$ cat src/rtl/callret_pkg.sv
// Shared types and defaults for the CALL/RET stack initiator.
// FSM encoding is fixed so that state can be probed by debug logic.
package callret_pkg;

  localparam int ADDR_W_DEF     = 16;
  localparam int WIDTH_DATA_DEF = 32;
  localparam int DEPTH_DEF      = 10;

  typedef enum logic [2:0] {
    S_IDLE = 3'd0,
    S_PUSH = 3'd1,
    S_POP  = 3'd2,
    S_DONE = 3'd3,
    S_ERR  = 3'd4
  } state_t;

endpackage

$ cat src/rtl/call_ret_ctrl.sv
// CALL/RET controller: drives push/pop strobes into an external LIFO stack.
// Optional macro CALLRET_DEPTH_EN adds a local occupancy counter (depth_count).
module call_ret_ctrl
  import callret_pkg::*;
#(
  parameter int WIDTH_DATA = WIDTH_DATA_DEF,
  parameter int ADDR_W     = ADDR_W_DEF,
  parameter int DEPTH      = DEPTH_DEF,
  localparam int CNT_W     = $clog2(DEPTH + 1)
) (
  input  logic                  clk,
  input  logic                  reset,
  input  logic                  call_req,
  input  logic                  ret_req,
  input  logic [ADDR_W-1:0]     pc_in,
  input  logic                  err_clr,
  output logic                  ready,
  output logic                  done,
  output logic                  ret_valid,
  output logic [ADDR_W-1:0]     ret_addr,
  output logic                  overflow_err,
  output logic                  underflow_err,
  output logic                  stk_push,
  output logic                  stk_pop,
  output logic [WIDTH_DATA-1:0] stk_data_in,
  input  logic [WIDTH_DATA-1:0] stk_data_out,
  input  logic                  stk_full,
  input  logic                  stk_empty,
  output logic [CNT_W-1:0]      depth_count
);

  state_t            state, state_n;
  logic [ADDR_W-1:0] push_addr;
  logic              is_ret;
  logic              acc_call, acc_ret, set_ovf, set_unf, clr_err;
  logic              full_eff, empty_eff;

  // Only the low ADDR_W bits of the stack word carry a return address.
  logic unused_data;
  assign unused_data = ^stk_data_out;

`ifdef CALLRET_DEPTH_EN
  logic [CNT_W-1:0] cnt;

  always_ff @(posedge clk or negedge reset) begin
    if (!reset) begin
      cnt <= '0;
    end else if (state == S_PUSH && cnt != CNT_W'(DEPTH)) begin
      cnt <= cnt + CNT_W'(1);
    end else if (state == S_POP && cnt != '0) begin
      cnt <= cnt - CNT_W'(1);
    end
  end

  assign full_eff    = stk_full  || (cnt == CNT_W'(DEPTH));
  assign empty_eff   = stk_empty || (cnt == '0);
  assign depth_count = cnt;
`else
  assign full_eff    = stk_full;
  assign empty_eff   = stk_empty;
  assign depth_count = '0;
`endif

  always_comb begin
    state_n  = state;
    acc_call = 1'b0;
    acc_ret  = 1'b0;
    set_ovf  = 1'b0;
    set_unf  = 1'b0;
    clr_err  = 1'b0;
    case (state)
      S_IDLE: begin
        // RET wins a tie; the losing CALL is simply dropped.
        if (ret_req) begin
          if (empty_eff) begin
            set_unf = 1'b1;
            state_n = S_ERR;
          end else begin
            acc_ret = 1'b1;
            state_n = S_POP;
          end
        end else if (call_req) begin
          if (full_eff) begin
            set_ovf = 1'b1;
            state_n = S_ERR;
          end else begin
            acc_call = 1'b1;
            state_n  = S_PUSH;
          end
        end
      end
      S_PUSH, S_POP: state_n = S_DONE;
      S_DONE:        state_n = S_IDLE;
      S_ERR: begin
        if (err_clr) begin
          clr_err = 1'b1;
          state_n = S_IDLE;
        end
      end
      default:       state_n = S_IDLE;
    endcase
  end

  always_ff @(posedge clk or negedge reset) begin
    if (!reset) begin
      state         <= S_IDLE;
      push_addr     <= '0;
      is_ret        <= 1'b0;
      ret_addr      <= '0;
      overflow_err  <= 1'b0;
      underflow_err <= 1'b0;
    end else begin
      state <= state_n;
      if (acc_call) begin
        push_addr <= pc_in + ADDR_W'(1);
        is_ret    <= 1'b0;
      end
      if (acc_ret) begin
        ret_addr <= stk_data_out[ADDR_W-1:0];
        is_ret   <= 1'b1;
      end
      if (clr_err) begin
        overflow_err  <= 1'b0;
        underflow_err <= 1'b0;
      end else begin
        if (set_ovf) overflow_err  <= 1'b1;
        if (set_unf) underflow_err <= 1'b1;
      end
    end
  end

  // All outputs decode from registered state, so nothing is combinational from inputs.
  assign ready       = (state == S_IDLE);
  assign stk_push    = (state == S_PUSH);
  assign stk_pop     = (state == S_POP);
  assign done        = (state == S_DONE);
  assign ret_valid   = (state == S_DONE) && is_ret;
  assign stk_data_in = stk_push ? WIDTH_DATA'(push_addr) : '0;

endmodule

$ cat config.mk
export PLATFORM = sky130hd
export DESIGN_NAME = call_ret_ctrl
export DESIGN_NICKNAME = d
export VERILOG_FILES = /design/src/rtl/callret_pkg.sv /design/src/rtl/call_ret_ctrl.sv
export SDC_FILE = /design/constraint.sdc
export NUM_CORES = 1
export LEC_CHECK = 0
export BUFFER_PORTS_ARGS = -buffer_cell sky130_fd_sc_hd__buf_4
export CAP_MARGIN = 20
export CORE_ASPECT_RATIO = 1.25
export CORE_MARGIN = 1.5
export CORE_UTILIZATION = 44
export DETAILED_ROUTE_END_ITERATION = 10
export PLACE_DENSITY = 0.8
export SYNTH_ARGS = -nofsm -noshare
export SYNTH_HDL_FRONTEND = slang
export SYNTH_SLANG_ARGS = --single-unit
$ cat constraint.sdc
create_clock -name clk -period 2.01 [get_ports clk]
set_input_delay 0.402 -clock clk [delete_from_list [all_inputs] [get_ports clk]]
set_output_delay 0.402 -clock clk [all_outputs]
set_load 0.01 [all_outputs]
== Yosys cells after proc, flatten, opt, wreduce, memory -nomap -nowiden ==
Index checks and enable logic that the tools add are counted.

* Register bits after elaboration: 38
* Input bits: 55
* Output and inout bits: 59
* Logic and storage cells: 49

* Add/sub/neg operators: 1
* Eq/ne operators: 6
* Multiplexer cells: 29
* Reductions and logical operators: 7

{| class="wikitable"
|+ Operators by type and width
! kind !! number
|-
| $mux 1 || 22
|-
| $add 16x1->16 const B || 1
|-
| $mux 16 || 1
|-
| $mux 3 || 5
|-
| $pmux 3 s3 || 1
|-
| $eq 3x2->1 const B || 2
|-
| $reduce_bool 2->1 || 3
|-
| $eq 3x1->1 const B || 1
|-
| $eq 3x3->1 const B || 1
|-
| $logic_not 3->1 || 1
|-
| $ne 3x3->1 const B || 1
|-
| $ne 2x2->1 const B || 1
|-
| $reduce_and 2->1 || 1
|-
| $reduce_or 2->1 || 1
|-
| $logic_and 1x1->1 || 1
|}

== Longest topological paths before layout ==
Gate-level depths: netlist of the first run.

* Depth after elaboration: 6
* Gate-level depth with buffers: 6
* Gate-level depth less buffers: 5

== Worst setup path after synthesis of the first run ==
No wires, ideal clock.

* Path kind: register to output
* Start point: register state[2]
* End point: output stk_data_in[10]
* Data arrival time: 1.196 ns
* Data required time: 1.608 ns
* Path slack: 0.412 ns
* Stages on the path, launching flop included: 5
* Path buffers: 2
* Cells stage by stage: dfrtp_1 -> buf_2 -> nor3b_2 -> buf_2 -> and2_1

* Longest elaborated chain between the ends: 2

{| class="wikitable"
|+ RTL lines
! item !! line !! source
|-
| start, declared || call_ret_ctrl.sv:32 || <nowiki>state_t state, state_n;</nowiki>
|-
| start signal, assigned || call_ret_ctrl.sv:113 || <nowiki>state <= state_n;</nowiki>
|-
| $eq 3x1->1 || call_ret_ctrl.sv:134 || <nowiki>assign stk_push = (state == S_PUSH);</nowiki>
|-
| named net stk_push || call_ret_ctrl.sv:23 || <nowiki>output logic stk_push,</nowiki>
|-
| $mux 16 || call_ret_ctrl.sv:138 || <nowiki>assign stk_data_in = stk_push ? WIDTH_DATA'(push_addr) : '0;</nowiki>
|-
| end, declared || call_ret_ctrl.sv:25 || <nowiki>output logic [WIDTH_DATA-1:0] stk_data_in,</nowiki>
|}

The timed path passes the listed nets, and every way through them passes these cells.

== Worst setup path in the final report of the first run ==
* Start point: register state[0]
* End point: output stk_data_in[5]

* Longest elaborated chain between the ends: 2

{| class="wikitable"
|+ RTL lines
! item !! line
|-
| $eq 3x1->1 || call_ret_ctrl.sv:134
|-
| $mux 16 || call_ret_ctrl.sv:138
|}

Every way passes these cells.

==> results by group, run 1 <==
Outcome
  – Status: finished, final reports clean

Synth
  – EDFF count, synth: 0
  – Synth cell types: 31
  – Post-Synth Simple-Gate Area: about a fifth
  – Post-synthesis compound-gate area fraction: a little over 6%
  – Main combinational cell family by area after synthesis: simple AND/OR/NAND/NOR gates
  – Synth top area share: 46.8%
  – XOR/XNOR Fraction of Synth Area: roughly 6.0%
  – Post-Syn Area per Cell: 10.5 um2
  – Async S/R FF share, synth: 100%
  – Synth area leader: dfrtp_1
  – Adder-cell share of the synthesized area: less than 1%
  – Post-synthesis mux area share: between 10% and 20%
  – Top cells by area, synth: dfrtp_1 (47%), buf_4 (7.4%), mux2_4 (5.9%)
  – Cells after Synth: between 150 and 200
  – Mapped cell area: roughly 2000 um2
  – Seq/Total Area, Yosys: between 40% and 50%
  – Top FF cell, synth: dfrtp_1
  – Synth Warn #: 0
  – Seq cells post-synth: 38

Floorplanning
  – Die Height: a little under 80 um
  – Die footprint: 5030 um2
  – Rows: 27
  – Initial Util: a little under half
  – Core Area: 4430 um2
  – Die X: between 60 and 70 um
  – IO Count: about 110

STA
  – Fin crit share: between 90 and 100%
  – Final setup viols: 0
  – Final hold viol count: 0
  – Worst clock skew: ~0.0040 ns
  – Fmax: approximately 0.53 GHz
  – Slew Viols, Final: 0
  – Hold Worst Slack: approximately 0.064 ns
  – TNS Setup: 0 ns
  – RSZ-0062 raised after global routing: no
  – Post-layout minimum cycle time: approximately 1.9 ns
  – Post-layout worst setup margin: 0.138 ns

Clocking
  – Resized cells post-CTS: 0
  – # clock sinks: 38
  – Clock buffer depth: 2
  – CTS tree: built
  – Post CTS Setup Buffer Count: 0
  – Worst skew pair latency: between 0.2 and 0.3 ns
  – H-tree depth: 2
  – CTS hold repair buffers: 0
  – Clock Tree Root: clkbuf_8
  – CTS buffer count: 5
  – Clock Pin Slew Worst Setup and Hold Paths: about 0.070 ns

Global route
  – Number of global-route vias before repair: approximately 1,400
  – GRT Total Usage: 16.2%
  – Pin count of the biggest net entering global routing: 39
  – Initial antenna violation count: 0
  – Gr ovfl total: 0
  – First-pass GRT wire length: 6.45 mm

Route
  – Vias: 1,540
  – Wire length per cell: approximately 12 um
  – Avg Vias per Cell: about 4.6
  – Drc violations: 0
  – WL final: 3.90 mm
  – Initial drt markers: 29
  – Drt pass-1 iters: 4
  – Antenna viol nets, final: 0

Power and ir drop
  – Static leakage: 1.35 nW
  – Net switching power: between 0.001 and 0.0015 W
  – Switching share of total power: about a third
  – Reg power frac: roughly two fifths
  – Combinational share of power: between 40% and 50%
  – Clock power frac: between 10% and 20%
  – VDD IR-drop max: approximately 380 uV
  – Pwr dens: between 1000 and 1500 nW/um2
  – Internal power: between 0.002 and 0.0025 W

Critical path
  – Worst r2r src: state[1]
  – Worst path slowest cell: dfrtp_1
  – Worst R2R Setup Slack: between 0.4 and 0.5 ns
  – Startpoint types: register
  – Arrival @ worst endpoint: about 1.5 ns
  – Worst-path cell chain: nor3b_2, buf_4, and2_1, buf_4
  – CP Capture Type: output port
  – Slowest stage delay, CP: approximately 0.50 ns
  – Origin of the worst setup path: state[0]
  – Worst reg2reg path depth: 3
  – Reg-to-Reg End: ret_addr[12]
  – Critical Path Fanout Max: 18
  – CP Buf/Inv Count: 2
  – Largest delay share family, worst path: flip-flops
  – Crit path required time: ~1.6 ns
  – Most used cell, CP: buf_4
  – Worst Setup Path Type: register to output port

Final layout
  – Layout Cells excl Fill: ~330
  – Layout area overhead: 33.3%
  – Most common cell after layout, fill and taps aside: buf_4
  – Final net count: roughly 330
  – Layout cells sized above 1: between 30% and 40%
  – Fin util: between 60% and 70%
  – Fill cells: approximately 410
  – Diode count: 0
  – Commonest cells after routing, fill and taps aside: buf_4 (78), dfrtp_1 (38), nand2_1 (25)

Placed design
  – Pre-CTS setup slack: 0.341 ns
  – Placed Cells: roughly 320
  – Dpl hpwl: 3.13 mm
  – Routability cong.: between 0.7 and 0.8
  – Port buffer count: between 70 and 80

Run
  – Max Cap Viol: 0

Min path
  – Min-delay worst type: primary input to asynchronous set/reset pin
==> cell families after synthesis <==
family / count (synthesis)
simple gates: 72
fa+ha+maj: 1
other cells: 1
xor+xnor: 14
compound gates: 22
flops: 38
buf+inv: 29
mux: 17
==> metal layers <==
layer | vias to the layer above | GRT usage, % | part of all wire, %
met5 | - | 0 | 0
met4 | 0 | 4.57 | 0.97
met3 | 6 | 4.53 | 7.4
met2 | 68 | 30.2 | 52
met1 | 685 | 17.7 | 40
li1 | 781 | - | -
==> worst max-delay path by stage <==
stage / endpoint / slack [ns] / cells past startpoint
3_5_place_dp: push_addr[14] / 0.34 / 6
4_1_cts: stk_data_in[5] / 0.11 / 4
2_1_floorplan: stk_data_in[10] / 0.41 / 4
3_3_place_gp: push_addr[14] / 0.39 / 6
6_report: stk_data_in[5] / 0.14 / 4
5_1_grt: stk_data_in[5] / 0.02 / 4
==> synth_stat cells, types with 2 or more instances <==
| cell | instances |
|---|---|
| a31oi_1 | 2 |
| and2_1 | 17 |
| buf_2 | 2 |
| buf_4 | 20 |
| clkbuf_1 | 3 |
| dfrtp_1 | 38 |
| inv_1 | 3 |
| mux2_2 | 9 |
| mux2_4 | 8 |
| nand2_1 | 25 |
| nand3_1 | 5 |
| nand4_1 | 5 |
| nor2_1 | 4 |
| nor3_1 | 5 |
| nor3b_1 | 2 |
| nor4_1 | 3 |
| o21ai_0 | 17 |
| xnor2_1 | 11 |
| xor2_1 | 3 |
==> final cells by class <==
type | count | area [um2] | area share, %
multi-input cells | 146 | 957 | 35.4
repair buffers | 79 | 606 | 22.4
well taps | 58 | 72.6 | 2.68
inverters | 3 | 11.3 | 0.416
flip-flops and latches | 38 | 951 | 35.1
clock inverters | 3 | 40.0 | 1.48
clock buffers | 5 | 68.8 | 2.54
==> stage by stage <==
step | instance area, um2 | total power, W
after global routing | 2710 | 0.00362
after global placement | 2600 | 0.00275
after floorplan | 2100 | 0.00211
final | 2710 | 0.00337
after CTS | 2710 | 0.00342
after detailed placement | 2600 | 0.00280
==> state kept, by name, indices dropped and copies added, names as in the netlist <==
name / flops
overflow_err: 1
state: 3
is_ret: 1
push_addr: 16
ret_addr: 16
underflow_err: 1
==> power groups by stage <==
stage | sequential, W | combinational [W] | clock, W
after floorplan | 0.00137 | 0.000740 | 0
after global placement | 0.00132 | 0.00143 | 0
after detailed placement | 0.00135 | 0.00145 | 0
after CTS | 0.00133 | 0.00146 | 0.000636
after global routing | 0.00138 | 0.00156 | 0.000679
final | 0.00133 | 0.00143 | 0.000616
(Power assumes the default switching activity.)
==> run 2, diff against run 1 <==
Settings changed: ABC_AREA set to 1, CORE_UTILIZATION 44 to 46, PLACE_DENSITY 0.8 to 0.81.
==> run 2 against run 1 <==
Core utilization up 0.33 points. Combinational power up 8%. Critical path depth unchanged. Non-clock buffer count down 1. Final area up 6.7%. Sequential share of layout area down 2.2 points. Synthesized cell count up 53%. Synthesized area up 9.1%. Global-route usage up 3.6 points. Sequential cell count unchanged. Largest power group unchanged. Highest routed layer unchanged.
==> results by group, run 2 <==
Critical path
  – Worst R2R Setup Slack: just over 0.6 ns
  – Arrival @ worst endpoint: between 1 and 1.5 ns
  – Worst path slowest cell: dfrtp_1
  – Worst reg2reg path depth: 6
  – Startpoint types: register
  – Reg-to-Reg End: push_addr[5]
  – Worst-path cell chain: inv_1, nand3_4, nor2_1, buf_4
  – Crit path required time: 1.61 ns
  – Critical Path Fanout Max: 18
  – Largest delay share family, worst path: simple AND/OR/NAND/NOR gates
  – Slowest stage delay, CP: around 0.38 ns
  – CP Capture Type: output port
  – Worst r2r src: state[0]
  – CP Buf/Inv Count: 2
  – Worst Setup Path Type: register to output port

Route
  – Max layer used: met4
  – WL met1: between 2 and 2.5 mm
  – Initial drt markers: roughly 110
  – Met3 WL: around 380 um
  – Drc violations: 0
  – Avg Vias per Cell: about 4.7
  – Wire length per cell: around 11 um
  – Vias: 2,041
  – Drt pass-1 iters: 4
  – Routed wl met2: 2.48 mm
  – Antenna viol nets, final: 0
  – WL final: roughly 4.9 mm

Final layout
  – Biggest regs: push_addr (16), ret_addr (16), state (3)
  – Layout area overhead: 30.3%
  – Final net count: 430
  – Diode count: 0
  – Most common cell after layout, fill and taps aside: nand2_1
  – Commonest cells after routing, fill and taps aside: nand2_1 (87), buf_4 (78), inv_1 (38), dfrtp_1 (38), nand3_1 (36)
  – Layout cells sized above 1: a little over a quarter

Synth
  – Synth Warn #: 0
  – Seq cells post-synth: 38
  – Async S/R FF share, synth: 100%
  – Top cells by count, synth: nand2_1 (87), dfrtp_1 (38), inv_1 (38), nand3_1 (36), nor2_1 (30)
  – Top FF cell, synth: dfrtp_1
  – Mapped cell area: ~2200 um2
  – Synth area leader: dfrtp_1
  – Seq/Total Area, Yosys: between 40 and 50%
  – Post-Syn Area per Cell: approximately 7.5 um2
  – Synth cell types: 28
  – Most frequent cell after synthesis: nand2_1
  – EDFF count, synth: 0
  – Cells after Synth: about 300
  – Synth top area share: 42.9%
  – Top cells by area, synth: dfrtp_1 (43%), nand2_1 (15%), nand3_1 (8.1%)

Global route
  – Number of global-route vias before repair: 1,896
  – First-pass GRT wire length: around 8.1 mm
  – Gr ovfl total: 0
  – GRT Total Usage: around a fifth
  – Initial antenna violation count: 0
  – Pin count of the biggest net entering global routing: 39

Run
  – Max Cap Viol: 0

Clocking
  – Clock Pin Slew Worst Setup and Hold Paths: 0.08 ns
  – CTS hold repair buffers: 0
  – CTS tree: built
  – CTS buffer count: 5
  – H-tree depth: 2
  – Worst skew pair latency: between 0.2 and 0.3 ns
  – Clock Tree Root: clkbuf_8
  – Clock buffer depth: 2
  – # clock sinks: 38

Floorplanning
  – Die Height: a little over 80 um
  – Die footprint: 5250 um2
  – Initial Util: 47.2%
  – IO Count: approximately 110
  – Die X: between 60 and 70 um
  – Rows: 28
  – Core Area: between 4000 and 5000 um2

Power and ir drop
  – Pwr dens: 1260 nW/um2
  – VDD IR-drop max: roughly 640 uV
  – Static leakage: 1.64 nW

Placed design
  – Dpl hpwl: between 3 and 4 mm
  – Pre-CTS setup slack: approximately 0.34 ns
  – Routability cong.: slightly above 0.8
  – Port buffer count: 77

STA
  – Post-layout minimum cycle time: roughly 1.8 ns
  – Final hold viol count: 0
  – Slew Viols, Final: 0
  – RSZ-0062 raised after global routing: no
  – Fin crit share: 89.9%
  – TNS Setup: 0 ns
  – Final setup viols: 0
  – Post-layout worst setup margin: approximately 0.2 ns
  – Fmax: 0.554 GHz
  – Worst clock skew: between 0.008 and 0.009 ns

Min path
  – Min-delay worst type: primary input to asynchronous set/reset pin

Outcome
  – Status: finished, final reports clean
run 2: kinds of logic (layout without fill, tap and decap cells):
group / Yosys count / count (layout) / synth area share [%]
simple gates: 168 / 168 / 34.0
buf+inv: 68 / 127 / 16.5
flops: 38 / 38 / 42.9
compound gates: 16 / 16 / 3.90
xor+xnor: 5 / 5 / 1.98
fa+ha+maj: 1 / 1 / 0.565
other cells: 1 / 20 / 0.169
run 2: through the flow:
step | utilization [%] | area, um2 | total power, W | hold slack [ns] | cells
2_1_floorplan | - | 2290 | 0.00226 | 0.106 | 316
3_3_place_gp | 58.4 | 2740 | 0.00283 | 0.400 | 427
3_5_place_dp | 58.4 | 2740 | 0.00288 | 0.405 | 427
4_1_cts | 61.3 | 2880 | 0.00368 | 0.0878 | 435
5_1_grt | 61.5 | 2890 | 0.00395 | 0.0934 | 435
6_report | 61.5 | 2890 | 0.00365 | 0.0805 | 435
run 2: per-layer routing:
metal	GRT usage, %	vias to the layer above
li1	-	1025
met1	21.9	916
met2	35.8	87
met3	4.62	13
met4	8.33	0
met5	0	-
run 2: worst max-delay path by stage:
stage | depth (start not counted) | slack, ns | startpoint | to
floorplan | 4 | 0.59 | state[2] | stk_data_in[10]
global placement | 4 | 0.39 | state[2] | stk_data_in[13]
detailed placement | 4 | 0.34 | state[2] | stk_data_in[8]
CTS | 4 | 0.02 | state[2] | stk_data_in[8]
global route | 4 | 0.09 | state[2] | stk_data_in[12]
finish | 4 | 0.20 | state[2] | stk_data_in[12]
run 2: final cells by class:
class                           instances  area [um2]
Clock inverter                          3        68.8
Tap cell                               60        75.1
Inverter                               41         159
Fill cell                             467        1810
Multi-Input combinational cell        210         978
Clock buffer                            5        68.8
Timing Repair Buffer                   78         586
Sequential cell                        38         951
run 2: repair_timing:
action | CTS | global route
setup buffers | 0 | 0
endpoints found under the hold margin | 0 | 0
gates resized for setup | 0 | 1
setup endpoints to repair | 0 | 16
run 2: power by group:
part,switching (W),internal (W)
registers,0.000207,0.00112
logic,0.000866,0.000675
clock network,0.000284,0.000497
